`config.mk`:
```
export PLATFORM = sky130hd
export DESIGN_NAME = adder_share_arb
export DESIGN_NICKNAME = d
export VERILOG_FILES = /design/src/rtl/adder_arb_pkg.sv /design/src/rtl/rr_grant.sv /design/src/rtl/adder_share_arb.sv
export SDC_FILE = /design/constraint.sdc
export NUM_CORES = 1
export LEC_CHECK = 0
export ABC_AREA = 0
export BUFFER_PORTS_ARGS = -buffer_cell sky130_fd_sc_hd__buf_2
export CORE_AREA = 2 2 232 234
export DETAILED_ROUTE_END_ITERATION = 7
export DIE_AREA = 0 0 234 236
export PLACE_DENSITY = 0.58
export SYNTH_ARGS = -nofsm -noshare
export SYNTH_HDL_FRONTEND = slang
export SYNTH_SLANG_ARGS = --single-unit
```
`constraint.sdc`:
```
create_clock -name clk -period 8.07 [get_ports clk]
set_input_delay 0.807 -clock clk [delete_from_list [all_inputs] [get_ports clk]]
set_output_delay 0.807 -clock clk [all_outputs]
set_load 0.005 [all_outputs]
```
`src/rtl/adder_arb_pkg.sv`:
```
// Shared types and helpers for the adder-sharing arbiter.
// ADDER_ARB_RR_EN selects round-robin arbitration; fixed priority otherwise.
package adder_arb_pkg;

  localparam int ADD_W   = 64;
  localparam int MAX_REQ = 8;

  typedef enum logic [1:0] {
    IDLE,
    CALC,
    RESP
  } arb_state_t;

  // Index of the set bit; the OR-accumulation is exact for one-hot inputs.
  function automatic logic [2:0] onehot_to_idx(input logic [MAX_REQ-1:0] oh);
    logic [2:0] idx;
    idx = '0;
    for (int i = 0; i < MAX_REQ; i++) begin
      if (oh[i]) idx = idx | 3'(i);
    end
    return idx;
  endfunction

endpackage

```
`src/rtl/rr_grant.sv`:
```
// Combinational one-hot grant over a request vector.
// ADDER_ARB_RR_EN: search starts at i_ptr; otherwise lowest index wins and i_ptr is ignored.
module rr_grant
  import adder_arb_pkg::*;
#(
  parameter int NREQ = 4,
  parameter int IDW  = $clog2(NREQ)
) (
  input  logic [NREQ-1:0] i_req,
  input  logic [IDW-1:0]  i_ptr,
  output logic [NREQ-1:0] o_grant,
  output logic [IDW-1:0]  o_idx
);

  logic [MAX_REQ-1:0] w_grant_ext;

`ifdef ADDER_ARB_RR_EN
  always_comb begin
    int             w_pos;
    logic [IDW-1:0] w_pos_idx;
    // NOTE: every output of a combinational block gets a default first, so no path leaves it unassigned and no latch is inferred.
    o_grant   = '0;
    w_pos     = 0;
    w_pos_idx = '0;
    for (int k = 0; k < NREQ; k++) begin
      w_pos = int'(i_ptr) + k;
      if (w_pos >= NREQ) w_pos = w_pos - NREQ;
      w_pos_idx = IDW'(w_pos);
      if (i_req[w_pos_idx] && (o_grant == '0)) o_grant[w_pos_idx] = 1'b1;
    end
  end
`else
  logic w_unused_ptr;
  assign w_unused_ptr = ^i_ptr;

  always_comb begin
    o_grant = '0;
    for (int k = 0; k < NREQ; k++) begin
      if (i_req[k] && (o_grant == '0)) o_grant[k] = 1'b1;
    end
  end
`endif

  assign w_grant_ext = MAX_REQ'(o_grant);
  assign o_idx       = IDW'(onehot_to_idx(w_grant_ext));

endmodule

```
`src/rtl/adder_share_arb.sv`:
```
// Arbitrates NREQ requesters onto one 64-bit prefix adder, one transaction in flight.
// ADDER_ARB_RR_EN enables the round-robin pointer; default build is fixed priority.
module adder_share_arb
  import adder_arb_pkg::*;
#(
  parameter int NREQ  = 4,
  parameter int WIDTH = 64,
  parameter int IDW   = $clog2(NREQ)
) (
  input  logic                  clk,
  input  logic                  rst,
  input  logic [NREQ-1:0]       req_valid,
  output logic [NREQ-1:0]       req_ready,
  input  logic [NREQ*WIDTH-1:0] req_a,
  input  logic [NREQ*WIDTH-1:0] req_b,
  output logic                  resp_valid,
  input  logic                  resp_ready,
  output logic [WIDTH:0]        resp_sum,
  output logic [IDW-1:0]        resp_id,
  output logic                  busy
);

  localparam int LVLS = $clog2(WIDTH);

  if (WIDTH != ADD_W) begin : g_width_check
    $error("adder_share_arb: WIDTH must equal the adder core width");
  end
  if ((NREQ < 2) || (NREQ > MAX_REQ)) begin : g_nreq_check
    $error("adder_share_arb: NREQ must be in 2..8");
  end

  arb_state_t       r_state, w_state_nxt;
  logic [NREQ-1:0]  w_grant;
  logic [IDW-1:0]   w_grant_idx;
  logic [IDW-1:0]   w_ptr;
  logic             w_accept;
  logic [WIDTH-1:0] r_op_a, r_op_b;
  logic [IDW-1:0]   r_id_q;
  logic [WIDTH:0]   r_resp_sum;
  logic [IDW-1:0]   r_resp_id;
  logic [WIDTH:0]   w_core_sum;

  rr_grant #(
    .NREQ (NREQ),
    .IDW  (IDW)
  ) u_grant (
    .i_req   (req_valid),
    .i_ptr   (w_ptr),
    .o_grant (w_grant),
    .o_idx   (w_grant_idx)
  );

`ifdef ADDER_ARB_RR_EN
  logic [IDW-1:0] r_ptr;

  always_ff @(posedge clk) begin
    if (rst) begin
      r_ptr <= '0;
    end else if (w_accept) begin
      r_ptr <= (w_grant_idx == IDW'(NREQ - 1)) ? '0 : w_grant_idx + 1'b1;
    end
  end
  assign w_ptr = r_ptr;
`else
  assign w_ptr = '0;
`endif

  always_comb begin
    w_state_nxt = r_state;
    req_ready   = '0;
    w_accept    = 1'b0;
    unique case (r_state)
      IDLE: begin
        req_ready = w_grant;
        if (|req_valid) begin
          w_accept    = 1'b1;
          w_state_nxt = CALC;
        end
      end
      CALC:    w_state_nxt = RESP;
      RESP:    if (resp_ready) w_state_nxt = IDLE;
      default: w_state_nxt = IDLE;
    endcase
  end

  // Kogge-Stone prefix adder with carry-in tied low.
  always_comb begin : prefix_core
    logic [WIDTH-1:0] w_p0, w_g, w_p, w_g_prev, w_p_prev, w_carry;
    w_p0 = r_op_a ^ r_op_b;
    w_g  = r_op_a & r_op_b;
    w_p  = w_p0;
    w_g_prev = '0;
    w_p_prev = '0;
    for (int l = 0; l < LVLS; l++) begin
      w_g_prev = w_g;
      w_p_prev = w_p;
      for (int i = (1 << l); i < WIDTH; i++) begin
        w_g[i] = w_g_prev[i] | (w_p_prev[i] & w_g_prev[i-(1<<l)]);
        w_p[i] = w_p_prev[i] & w_p_prev[i-(1<<l)];
      end
    end
    w_carry    = {w_g[WIDTH-2:0], 1'b0};
    w_core_sum = {w_g[WIDTH-1], w_p0 ^ w_carry};
  end

  // NOTE: state uses non-blocking assignments so every register samples pre-edge values regardless of statement order.
  always_ff @(posedge clk) begin
    if (rst) begin
      // NOTE: the operand and result registers are reset too, so outputs read zero after reset rather than stale data.
      r_state    <= IDLE;
      r_op_a     <= '0;
      r_op_b     <= '0;
      r_id_q     <= '0;
      r_resp_sum <= '0;
      r_resp_id  <= '0;
    end else begin
      r_state <= w_state_nxt;
      if (w_accept) begin
        r_op_a <= req_a[w_grant_idx*WIDTH +: WIDTH];
        r_op_b <= req_b[w_grant_idx*WIDTH +: WIDTH];
        r_id_q <= w_grant_idx;
      end
      if (r_state == CALC) begin
        r_resp_sum <= w_core_sum;
        r_resp_id  <= r_id_q;
      end
    end
  end

  assign resp_valid = (r_state == RESP);
  assign resp_sum   = r_resp_sum;
  assign resp_id    = r_resp_id;
  assign busy       = (r_state != IDLE);

endmodule

```
==> results of run 1 <==
## report_power, final
part,switching (uW),total [uW],internal (uW)
sequential,75.7,1170,1090
combinational,648,1070,422
clock,430,896,465
total,1150,3140,1980
## per-layer routing
metal	routed length (um)	vias up	share of wire	global-route usage
met2	26800	493	0.48	0.332
li1	-	7734	-	-
met3	3060	61	0.055	0.0372
met1	24400	7427	0.44	0.244
met5	0	-	0	0
met4	1310	0	0.024	0.0660
## cell usage in the layout, fill, tap and decap left out, drive strengths merged, types with 17 or more instances in the layout
cell	n
buf	605
nand2	390
a21oi	237
dfxtp	199
nor2	183
a311oi	130
o22ai	128
ha	64
o21ai	49
a21o	38
xnor2	30
inv	25
nand4	22
nand3	19
xor2	18
clkbuf	18
o21bai	17
## worst max-delay path, cell delays in order
cell      delay (ns)
buf_2           0.16
nor2_1          0.42
o21ai_4         0.09
buf_4           0.30
o21ai_4         0.52
buf_4           0.86
o22ai_1         0.32
a311oi_1        0.29
a21oi_1         0.07
nor2_1          0.11
## cell usage after synthesis (all sizes together) (3+ instances only)
cell type / n
nand4: 22
and4: 4
ha: 64
o21a: 10
nand2: 390
nor2: 183
and2: 7
nor2b: 4
nor4: 3
nor3: 15
o22ai: 128
a21o: 38
o311ai: 3
inv: 20
a21oi: 237
o21ai: 49
xnor2: 30
clkbuf: 131
xor2: 18
buf: 23
o31a: 3
o31ai: 9
dfxtp: 199
a31oi: 10
a221oi: 7
or3: 3
o211ai: 6
and3: 11
nand2b: 7
o21bai: 17
a311oi: 130
nand3: 19
a211oi: 10
a221o: 7
## stage by stage
step	cell area (sq um)	utilization	power, uW
CTS	17300	0.326	3180
global route	17300	0.326	3340
detailed placement	16700	0.315	2260
global placement	16700	0.315	2250
floorplan	13400	-	1870
finish	17300	0.326	3140
## how the worst max path moves through the flow
stage,to,startpoint,slack [ns],depth (start not counted)
after floorplan,resp_sum[50]$_SDFFE_PP0N_,r_op_a[0]$_SDFFE_PP0P_,5.17,12
final,r_op_b[46]$_SDFFE_PP0P_,req_valid[0],4.38,10
after global routing,r_op_b[46]$_SDFFE_PP0P_,req_valid[0],4.17,10
after CTS,r_op_b[46]$_SDFFE_PP0P_,req_valid[0],4.42,10
after global placement,r_op_b[46]$_SDFFE_PP0P_,req_valid[0],4.00,10
after detailed placement,r_op_b[46]$_SDFFE_PP0P_,req_valid[0],3.89,10
## layout make-up
cell class              count  share of cell area
multi-input cells        1473               0.503
clock buffers              18              0.0254
inverters                  20             0.00434
clock inverters            13             0.00824
well taps                 696              0.0503
repair buffers            605               0.178
flip-flops and latches    199               0.230
diodes                      1            0.000145
## flip-flops by register name, summed over array words and instances, names as in the netlist
name,cells
resp_sum,65
r_state,2
r_id_q,2
r_op_b,64
r_op_a,64
resp_id,2
## logic make-up (layout without fill, tap and decap cells)
kind of cell | Yosys count | in the layout | share of synthesized area
AND/OR/NAND/NOR | 672 | 672 | 0.208
multiplexers | 2 | 2 | 0.00149
AO/OA/AOI/OAI | 686 | 686 | 0.343
buffers and inverters | 176 | 656 | 0.0580
adder cells (fa/ha/maj) | 65 | 65 | 0.0612
flip-flops | 199 | 199 | 0.297
other | 0 | 1 | 0
XOR/XNOR | 48 | 48 | 0.0314
==> reports/results.ini, run 1 <==
[run_status]
outcome = completed

[detailed_routing]
vias = 15715
detail_route.wl_per_cell_um = 18.4
drt_iter0_markers = 835
ant_nets = 0
first_pass_iters = 5
drc = 0
via_per_inst = 5.20
totalWireLength_um = 55600

[synth]
synthArstFlopShare = 0
synth_area_sq_um = 13400
ys_seq_area_frac = 0.297
synth_area_leader_cell = dfxtp_1
yosysWarnings = 0
synth-seq-cells = 199
syn_inst = 1848
syn_area_per_cell_sq_um = 7.25
ys_top_cells_by_area = dfxtp_1 (30%), nand2_1 (11%), a21oi_1 (8.8%)
yosysUniqueCellTypes = 85
synth_edf_count = 0
syn-num-nets = 2432
synth_ff_type = dfxtp_1
yosys.area.top_type_share = 0.297

[floorplanning]
io_pins = 592
fp.coreArea_sq_um = 53100
start_util = 0.253
core.rowCount = 85
die_x_um = 234
die_h_um = 236
fp.dieArea_sq_um = 55200

[clock_tree]
post_cts_buffers = 0
clock-sinks = 199
clkLatencyLatePin_ns = 0.51
cts_tree = built
cts.repair.resized = 0
cts_buffers = 17
path_clk_slew_ns = 0.07
cts_hold_buf = 0
ctsLongestPathBuffers = 2
cts_root_buffer = clkbuf_16
htreeDepth = 4

[place]
io_buffers = 591
dp_cells = 2993
place_congestion = 0.874
post-place-ws_ns = 3.89
hpwlAfterDp_um = 41700

[sta]
fin_crit_sh = 0.457
worst_slew_pin_slew_ns = 1.31
fin_crit_ns = 3.69
clock.fmax_mhz = 271
clock-skew-final_ns = 0.0182
fin_setup_tns_ns = 0
setup_violations = 0
whs_ns = 0.449
slew_violations = 0
relSlewSlack = 0.125
hold_violations = 0
rsz0062_at_grt = no
setup_ws_ns = 4.38

[critical_path]
crit_type = input port to register
cp_max_fo = 80
arrival_ns = 4.12
reg2reg_slack_ns = 4.48
reg2reg_to = resp_sum[50]$_SDFFE_PP0N_
required_ns = 8.50
cp-end-kind = register
rr_startpoint = r_op_a[0]$_SDFFE_PP0P_
ff2ff_path_depth = 12
cp-start-kind = input port

[layout]
nNetsFinal = 2900
regArea_sq_um = 3980
final_cells = 3025
multi_input_area_sq_um = 8710
area_delta_synth_final_pct = 29.1
drive_gt1_frac = 0.290
fillers = 5724

[min_path]
hold_path_startpoint = r_id_q[1]$_SDFFE_PP0P_
holdCritPathClass = register to register
min_to = r_id_q[1]$_SDFFE_PP0P_
holdPathStages = 2

[pwr]
vdd_drop_max_v = 0.000173
powerDensity_nw_per_um2 = 181
p_leak_uw = 0.00782

[grt]
grt_antenna_before_repair = 1
grt_pass1_wl_um = 83900
grt-ovfl-total = 0
track_usage = 0.195
grt_max_degree = 173
grt_pass1_vias = 15219

[flow_run]
maxCapViolations = 0

(Power assumes the default switching activity.)
==> inputs of run 2 (changes only) <==
--- a/config.mk
+++ b/config.mk
@@ -5,12 +5,12 @@
 export SDC_FILE = /design/constraint.sdc
 export NUM_CORES = 1
 export LEC_CHECK = 0
-export ABC_AREA = 0
+export ABC_AREA = 1
 export BUFFER_PORTS_ARGS = -buffer_cell sky130_fd_sc_hd__buf_2
-export CORE_AREA = 2 2 232 234
+export CORE_AREA = 2 2 229 231
 export DETAILED_ROUTE_END_ITERATION = 7
-export DIE_AREA = 0 0 234 236
-export PLACE_DENSITY = 0.58
+export DIE_AREA = 0 0 231 233
+export PLACE_DENSITY = 0.68
 export SYNTH_ARGS = -nofsm -noshare
 export SYNTH_HDL_FRONTEND = slang
 export SYNTH_SLANG_ARGS = --single-unit
==> constraint.sdc (replaced) <==
create_clock -name clk -period 3.34 [get_ports clk]
set_input_delay 0.334 -clock clk [delete_from_list [all_inputs] [get_ports clk]]
set_output_delay 0.334 -clock clk [all_outputs]
set_load 0.005 [all_outputs]
==> run 2 against run 1 <==
Sequential share of layout area shrank 3.5 points. Die area shrank 2.5%. Utilization grew 7.3 points. Largest cell class unchanged. Area after synthesis grew 22%. Worst setup slack lost 3.8 ns. Hold slack lost 0.30 ns. Design area grew 18%.
==> reports/results.ini, run 2 <==
[clock_tree]
cts.repair.resized = 0  ; unchanged
path_clk_slew_ns = 0.08  ; about the same
cts_tree = built
post_cts_buffers = 0  ; unchanged
clkLatencyLatePin_ns = 0.46  ; -0.05 ns
clock-sinks = 199  ; unchanged
htreeDepth = 4  ; unchanged
cts_root_buffer = clkbuf_16
cts_hold_buf = 0  ; unchanged
ctsLongestPathBuffers = 2  ; unchanged
cts_buffers = 17  ; unchanged

[critical_path]
ff2ff_path_depth = 12  ; unchanged
rr_startpoint = r_op_a[11]$_SDFFE_PP0P_
cp_max_fo = 4  ; -95%
cp-start-kind = register
arrival_ns = 3.14  ; -0.98 ns
critPathMostFrequentCell = nand2_1
cp.depth = 12  ; +2
reg2reg_to = resp_sum[29]$_SDFFE_PP0N_
crit_family = simple AND/OR/NAND/NOR gates
path_cells = ha_1 -> nand2_1 -> nor2_1 -> nand2_1 -> inv_1 -> nand2_1 -> nand2_1 -> nand2_1 -> nand2_1 -> xor2_1 -> o21ai_0 -> inv_1
path_buf_inv = 2  ; -1
cp-end-kind = register
reg2reg_slack_ns = 0.60  ; -3.88 ns
crit_type = register to register
max_stage_delay_ns = 0.42  ; -0.44 ns
crit_slowest_cell = ha_1
required_ns = 3.75  ; -4.75 ns

[detailed_routing]
totalWireLength_um = 77700  ; +40%
via_per_inst = 5.03  ; -3.2%
drt_iter0_markers = 2048  ; +150%
ant_nets = 0  ; unchanged
first_pass_iters = 6  ; +1
vias = 20129  ; +28%
drc = 0  ; unchanged
detail_route.wl_per_cell_um = 19.4  ; +5.7%

[grt]
grt_pass1_vias = 18323  ; +20%
grt_pass1_wl_um = 113000  ; +35%
track_usage = 0.278  ; +0.0837
grt-ovfl-total = 0  ; unchanged
grtUsageMet2 = 0.424  ; +0.0925
grt_antenna_before_repair = 21  ; +20
grtUsageMet3 = 0.0598  ; +0.0226
use_met1 = 0.396  ; +0.152
grt_max_degree = 130  ; -25%
top_usage_layer = met2

[min_path]
hold_path_startpoint = resp_ready
holdCritPathClass = input port to register
holdPathStages = 4  ; +2
min_to = r_state[1]$_SDFFE_PP0P_

[layout]
final_util = 0.399  ; +0.0730
drive_gt1_frac = 0.201  ; -0.0888
finalInstanceArea_sq_um = 20400  ; +18%
nNetsFinal = 3884  ; +34%
final_common_cell = nand2_1
mostFrequentLayoutCells = nand2_1 (617), buf_2 (591), nor2_1 (501)
area_delta_synth_final_pct = 24.4
largest_reg_flops = 65  ; unchanged

[floorplanning]
io_pins = 592  ; unchanged
die_x_um = 231  ; -1.3%
fp.coreArea_sq_um = 51100  ; -3.7%
die_h_um = 233  ; -1.3%
start_util = 0.321  ; +0.0682
core.rowCount = 83  ; -2.4%
fp.dieArea_sq_um = 53800  ; -2.5%

[sta]
fin_crit_ns = 2.74
relSlewSlack = 0.510  ; +0.385
worst_slew_pin_slew_ns = 0.735  ; -0.573 ns
setup_violations = 0  ; unchanged
slew_violations = 0  ; unchanged
clock.fmax_mhz = 365
hold_violations = 0  ; unchanged
clock-skew-final_ns = 0.0196  ; +0.00149 ns
setup_ws_ns = 0.603  ; -3.78 ns
fin_setup_tns_ns = 0  ; unchanged
fin_crit_sh = 0.819
rsz0062_at_grt = no

[synth]
yosysWarnings = 0  ; unchanged
synth.most_common_cell = nand2_1
syn-num-nets = 3395  ; +40%
synth_edf_count = 0  ; unchanged
synth_ff_type = dfxtp_1
synthArstFlopShare = 0  ; unchanged
synth_area_leader_cell = dfxtp_1
syn_area_per_cell_sq_um = 5.83  ; -20%
yosys.area.top_type_share = 0.243  ; -0.0542
synth-seq-cells = 199  ; unchanged
yosysUniqueCellTypes = 38  ; -55%
syn_inst = 2811  ; +52%
ys_top_cells_by_area = dfxtp_1 (24%), nand2_1 (14%), nor2_1 (11%)
synth_area_sq_um = 16400  ; +22%
synth_common_cells = nand2_1 (617), nor2_1 (502), inv_1 (391), o21ai_0 (281), dfxtp_1 (199)
ys_seq_area_frac = 0.243  ; -0.0542

[pwr]
powerDensity_nw_per_um2 = 431  ; +140%
vdd_drop_max_v = 0.000347  ; +100%
p_leak_uw = 0.0111  ; +42%
total_power_uw = 8780  ; +180%

[place]
dpl_cell_area_sq_um = 19800  ; +18%
io_buffers = 591  ; unchanged
place_congestion = 1.01  ; +16%
post-place-ws_ns = 0.761  ; -3.13 ns
hpwlAfterDp_um = 63100  ; +51%

[run_status]
outcome = completed

[flow_run]
maxCapViolations = 0  ; unchanged

## run 2: changes by cell type after synthesis, moves of 130 or more
cell / delta
o21ai_0: +236
a311oi_1: -130
nand2_1: +227
o21ai_1: +147
nor2_1: +320
inv_1: +371
## run 2: area by class of cell
| cell class | count | area, sq um |
|---|---|---|
| antenna | 11 | 27.5 |
| clock buffer | 22 | 474 |
| clock inverter | 10 | 108 |
| fill | 5748 | 30700 |
| inverter | 394 | 1490 |
| multi-input combinational | 2071 | 10200 |
| sequential | 199 | 3980 |
| tap | 680 | 851 |
| timing repair buffer | 617 | 3280 |
## run 2: logic make-up after synthesis
group / Yosys count / share of synthesized area
and+or+nand+nor: 1231 / 0.294
AOI/OAI and AO/OA: 745 / 0.259
buffers and inverters: 541 / 0.137
DFF: 199 / 0.243
adders and majority gates: 65 / 0.0501
xor gates and xnor gates: 30 / 0.0160
## run 2: how the worst max path moves through the flow
stage	start	end	slack, ns
after floorplan	r_op_a[0]$_SDFFE_PP0P_	resp_sum[28]$_SDFFE_PP0N_	1.35
after global placement	r_op_a[11]$_SDFFE_PP0P_	resp_sum[29]$_SDFFE_PP0N_	0.71
after detailed placement	r_op_a[11]$_SDFFE_PP0P_	resp_sum[29]$_SDFFE_PP0N_	0.76
after CTS	r_op_a[11]$_SDFFE_PP0P_	resp_sum[29]$_SDFFE_PP0N_	0.74
after global routing	r_op_a[11]$_SDFFE_PP0P_	resp_sum[29]$_SDFFE_PP0N_	0.53
final	r_op_a[11]$_SDFFE_PP0P_	resp_sum[29]$_SDFFE_PP0N_	0.60
## run 2: worst reg2reg max path, cell delays in order (launching register included)
cell	delay, ns
dfxtp_1	0.36
ha_1	0.43
nand2_1	0.15
nor2_1	0.34
nand2_1	0.24
inv_1	0.10
nand2_1	0.05
nand2_1	0.20
nand2_1	0.09
nand2_1	0.23
xor2_1	0.33
o21ai_0	0.12
inv_1	0.06
## run 2: power breakdown
group / internal, uW / switching [uW]
Combinational: 1280 / 2410
Sequential: 2710 / 235
Clock: 1110 / 1040
## run 2: layer usage
metal / vias up / part of all wire / wire (um)
li1: 10030 / - / -
met1: 9111 / 0.45 / 34900
met2: 886 / 0.43 / 33100
met3: 94 / 0.10 / 7930
met4: 8 / 0.021 / 1670
met5: - / 0.00059 / 46
## run 2: stage by stage
step	hold slack (ns)	cells
finish	0.144	4004
global route	0.132	3996
CTS	0.113	3993
detailed placement	0.481	3961
global placement	0.472	3961
floorplan	0.450	2811
==> inputs of run 3 (changes only) <==
==> constraint.sdc (replaced) <==
create_clock -name clk -period 2.41 [get_ports clk]
set_input_delay 0.241 -clock clk [delete_from_list [all_inputs] [get_ports clk]]
set_output_delay 0.241 -clock clk [all_outputs]
set_load 0.005 [all_outputs]
==> run 3 against run 2 <==
Critical path depth rose by 1. Design area rose by 3.1%. Sequential power increased by 39%. Worst setup slack worse by 0.47 ns. Die area stayed put. Register-to-register slack worse by 0.47 ns. Global-route usage up 0.54 points. Power rose by 42%.
==> reports/results.ini, run 3 (synthesis results as in run 2) <==
[pwr]
sw_frac_of_total = 0.421  ; +0.00268
switchingPower_uw = 5260  ; +43%
p_clk_frac = 0.243  ; about the same
combPwrFrac = 0.430  ; +0.010
pwr-share-seq = 0.327  ; -0.009
internal_power_uw = 7230  ; +42%
powerDensity_nw_per_um2 = 594  ; +38%
vdd_drop_max_v = 0.000504  ; +46%
p_leak_uw = 0.0114  ; +2.9%
total_power_uw = 12500  ; +42%

[sta]
slew_violations = 0  ; unchanged
relSlewSlack = 0.523  ; +0.0132
fin_crit_ns = 2.27  ; -0.464 ns
setup_violations = 0  ; unchanged
hold_violations = 0  ; unchanged
rsz0062_at_grt = yes
fin_crit_sh = 0.943  ; +0.124
clock.fmax_mhz = 440  ; +20%
worst_slew_pin_slew_ns = 0.716  ; -0.0197 ns
clock-skew-final_ns = 0.0176  ; -0.00204 ns

[clock_tree]
cts_root_buffer = clkbuf_16
cts_tree = built
ctsLongestPathBuffers = 2  ; unchanged
clock-sinks = 199  ; unchanged
clkLatencyLatePin_ns = 0.47  ; about the same
cts_buffers = 17  ; unchanged
post_cts_buffers = 0  ; unchanged
htreeDepth = 4  ; unchanged
path_clk_slew_ns = 0.08  ; about the same

[floorplanning]
core.rowCount = 83  ; unchanged
die_h_um = 233  ; unchanged
fp.dieArea_sq_um = 53800  ; unchanged
start_util = 0.321  ; unchanged
die_x_um = 231  ; unchanged
io_pins = 592  ; unchanged
fp.coreArea_sq_um = 51100  ; unchanged

[place]
dp_cells = 4013  ; +1.3%
hpwlAfterDp_um = 65000  ; +3.1%
place_congestion = 0.996  ; -1.6%
io_buffers = 591  ; unchanged

[layout]
area_delta_synth_final_pct = 28.3
nNetsFinal = 3936  ; +1.3%
final_util = 0.412  ; +0.0124
mostFrequentLayoutCells = nand2_1 (613), buf_2 (591), nor2_1 (488)
drive_gt1_frac = 0.223  ; +0.0225
largest_reg_flops = 65  ; unchanged
final_cells = 4063  ; +1.5%
final_common_cell = nand2_1

[detailed_routing]
ant_nets = 0  ; unchanged
drc = 0  ; unchanged
drt_iter0_markers = 1886  ; -7.9%
totalWireLength_um = 78600  ; +1.1%
detail_route.wl_per_cell_um = 19.3  ; -0.35%
vias = 20279  ; +0.75%
via_per_inst = 4.99  ; -0.72%
first_pass_iters = 6  ; unchanged

[grt]
grt_max_degree = 133  ; +2.3%
grt-ovfl-total = 0  ; unchanged
grt_pass1_vias = 18879  ; +3.0%
grt_antenna_before_repair = 26  ; +24%
track_usage = 0.284  ; +0.00542
grt_pass1_wl_um = 114000  ; +1.3%

[critical_path]
cp-end-kind = register
cp-start-kind = register
crit_type = register to register
cp_max_fo = 3  ; -1
required_ns = 2.76  ; -0.99 ns
arrival_ns = 2.63  ; -0.51 ns

[min_path]
holdCritPathClass = input port to register

[run_status]
outcome = completed

[flow_run]
maxCapViolations = 0  ; unchanged

==> run 3: cell types whose count changed in the layout (fill, tap and decap cells not counted), moves of 5 or more <==
cell,change
buf_4,+47
nor2_1,-13
nor2_2,+10
diode_2,+7
ha_1,-6
ha_2,+6
buf_12,+5
==> run 3: final timing paths <==
path	start	end	slack [ns]	cells after the start
max	r_op_b[14]$_SDFFE_PP0P_	resp_sum[36]$_SDFFE_PP0N_	0.14	13
min	resp_ready	r_state[1]$_SDFFE_PP0P_	0.05	4
max reg2reg	r_op_b[14]$_SDFFE_PP0P_	resp_sum[36]$_SDFFE_PP0N_	0.14	13
min reg2reg	r_id_q[0]$_SDFFE_PP0P_	resp_id[0]$_SDFFE_PP0N_	0.49	2
==> run 3: routing by layer <==
| metal | GRT usage | part of all wire |
|---|---|---|
| met3 | 0.0797 | 0.10 |
| met4 | 0.0940 | 0.026 |
| met2 | 0.419 | 0.42 |
| met1 | 0.393 | 0.45 |
| met5 | 0.0147 | 0.0021 |
==> run 3: final cells by class <==
type / instances / area (sq um)
inverter: 394 / 1490
timing repair buffer: 669 / 3730
antenna: 18 / 45.0
sequential: 199 / 3990
fill: 5753 / 30100
multi-input combinational: 2071 / 10300
clock inverter: 15 / 186
tap: 680 / 851
clock buffer: 17 / 425
==> run 3: worst max-delay path, cell delays in order, from the launching register on <==
cell and delay [ns]:
dfxtp_1 0.35, ha_1 0.33, buf_4 0.15, nand2_1 0.14
nor2_2 0.20, nand2_1 0.12, inv_1 0.09, nand4_1 0.13
nand3_4 0.16, nand3_1 0.11, nand3_1 0.08, nand2_1 0.08
nor2_4 0.17, nor2_1 0.05
==> run 3: power groups by stage <==
stage	Combinational, uW	Sequential (uW)	Clock [uW]
2_1_floorplan	3020	4040	0
3_3_place_gp	5220	4140	0
3_5_place_dp	5210	4150	0
4_1_cts	5240	4080	3080
5_1_grt	5930	4130	3200
6_report	5380	4090	3030
==> run 3: through the flow <==
stage          area, sq um  hold slack (ns)  setup TNS (ns)  setup slack [ns]
2_1_floorplan        16400            0.407               0             0.419
3_3_place_gp         20200            0.463          -0.131           -0.0919
3_5_place_dp         20200            0.472         -0.0485           -0.0485
4_1_cts              20900           0.0316               0            0.0213
5_1_grt              21000           0.0454          -0.153           -0.0663
6_report             21000           0.0522               0             0.137
==> run 3: what timing repair did <==
| item | CTS | global route |
|---|---|---|
| cloned | 0 | 0 |
| endpoints found under the hold margin | 0 | 0 |
| resized for setup | 2 | 36 |
| hold buffers | 0 | 0 |
| pin swaps | 0 | 1 |
| setup endpoints to repair | 1 | 32 |
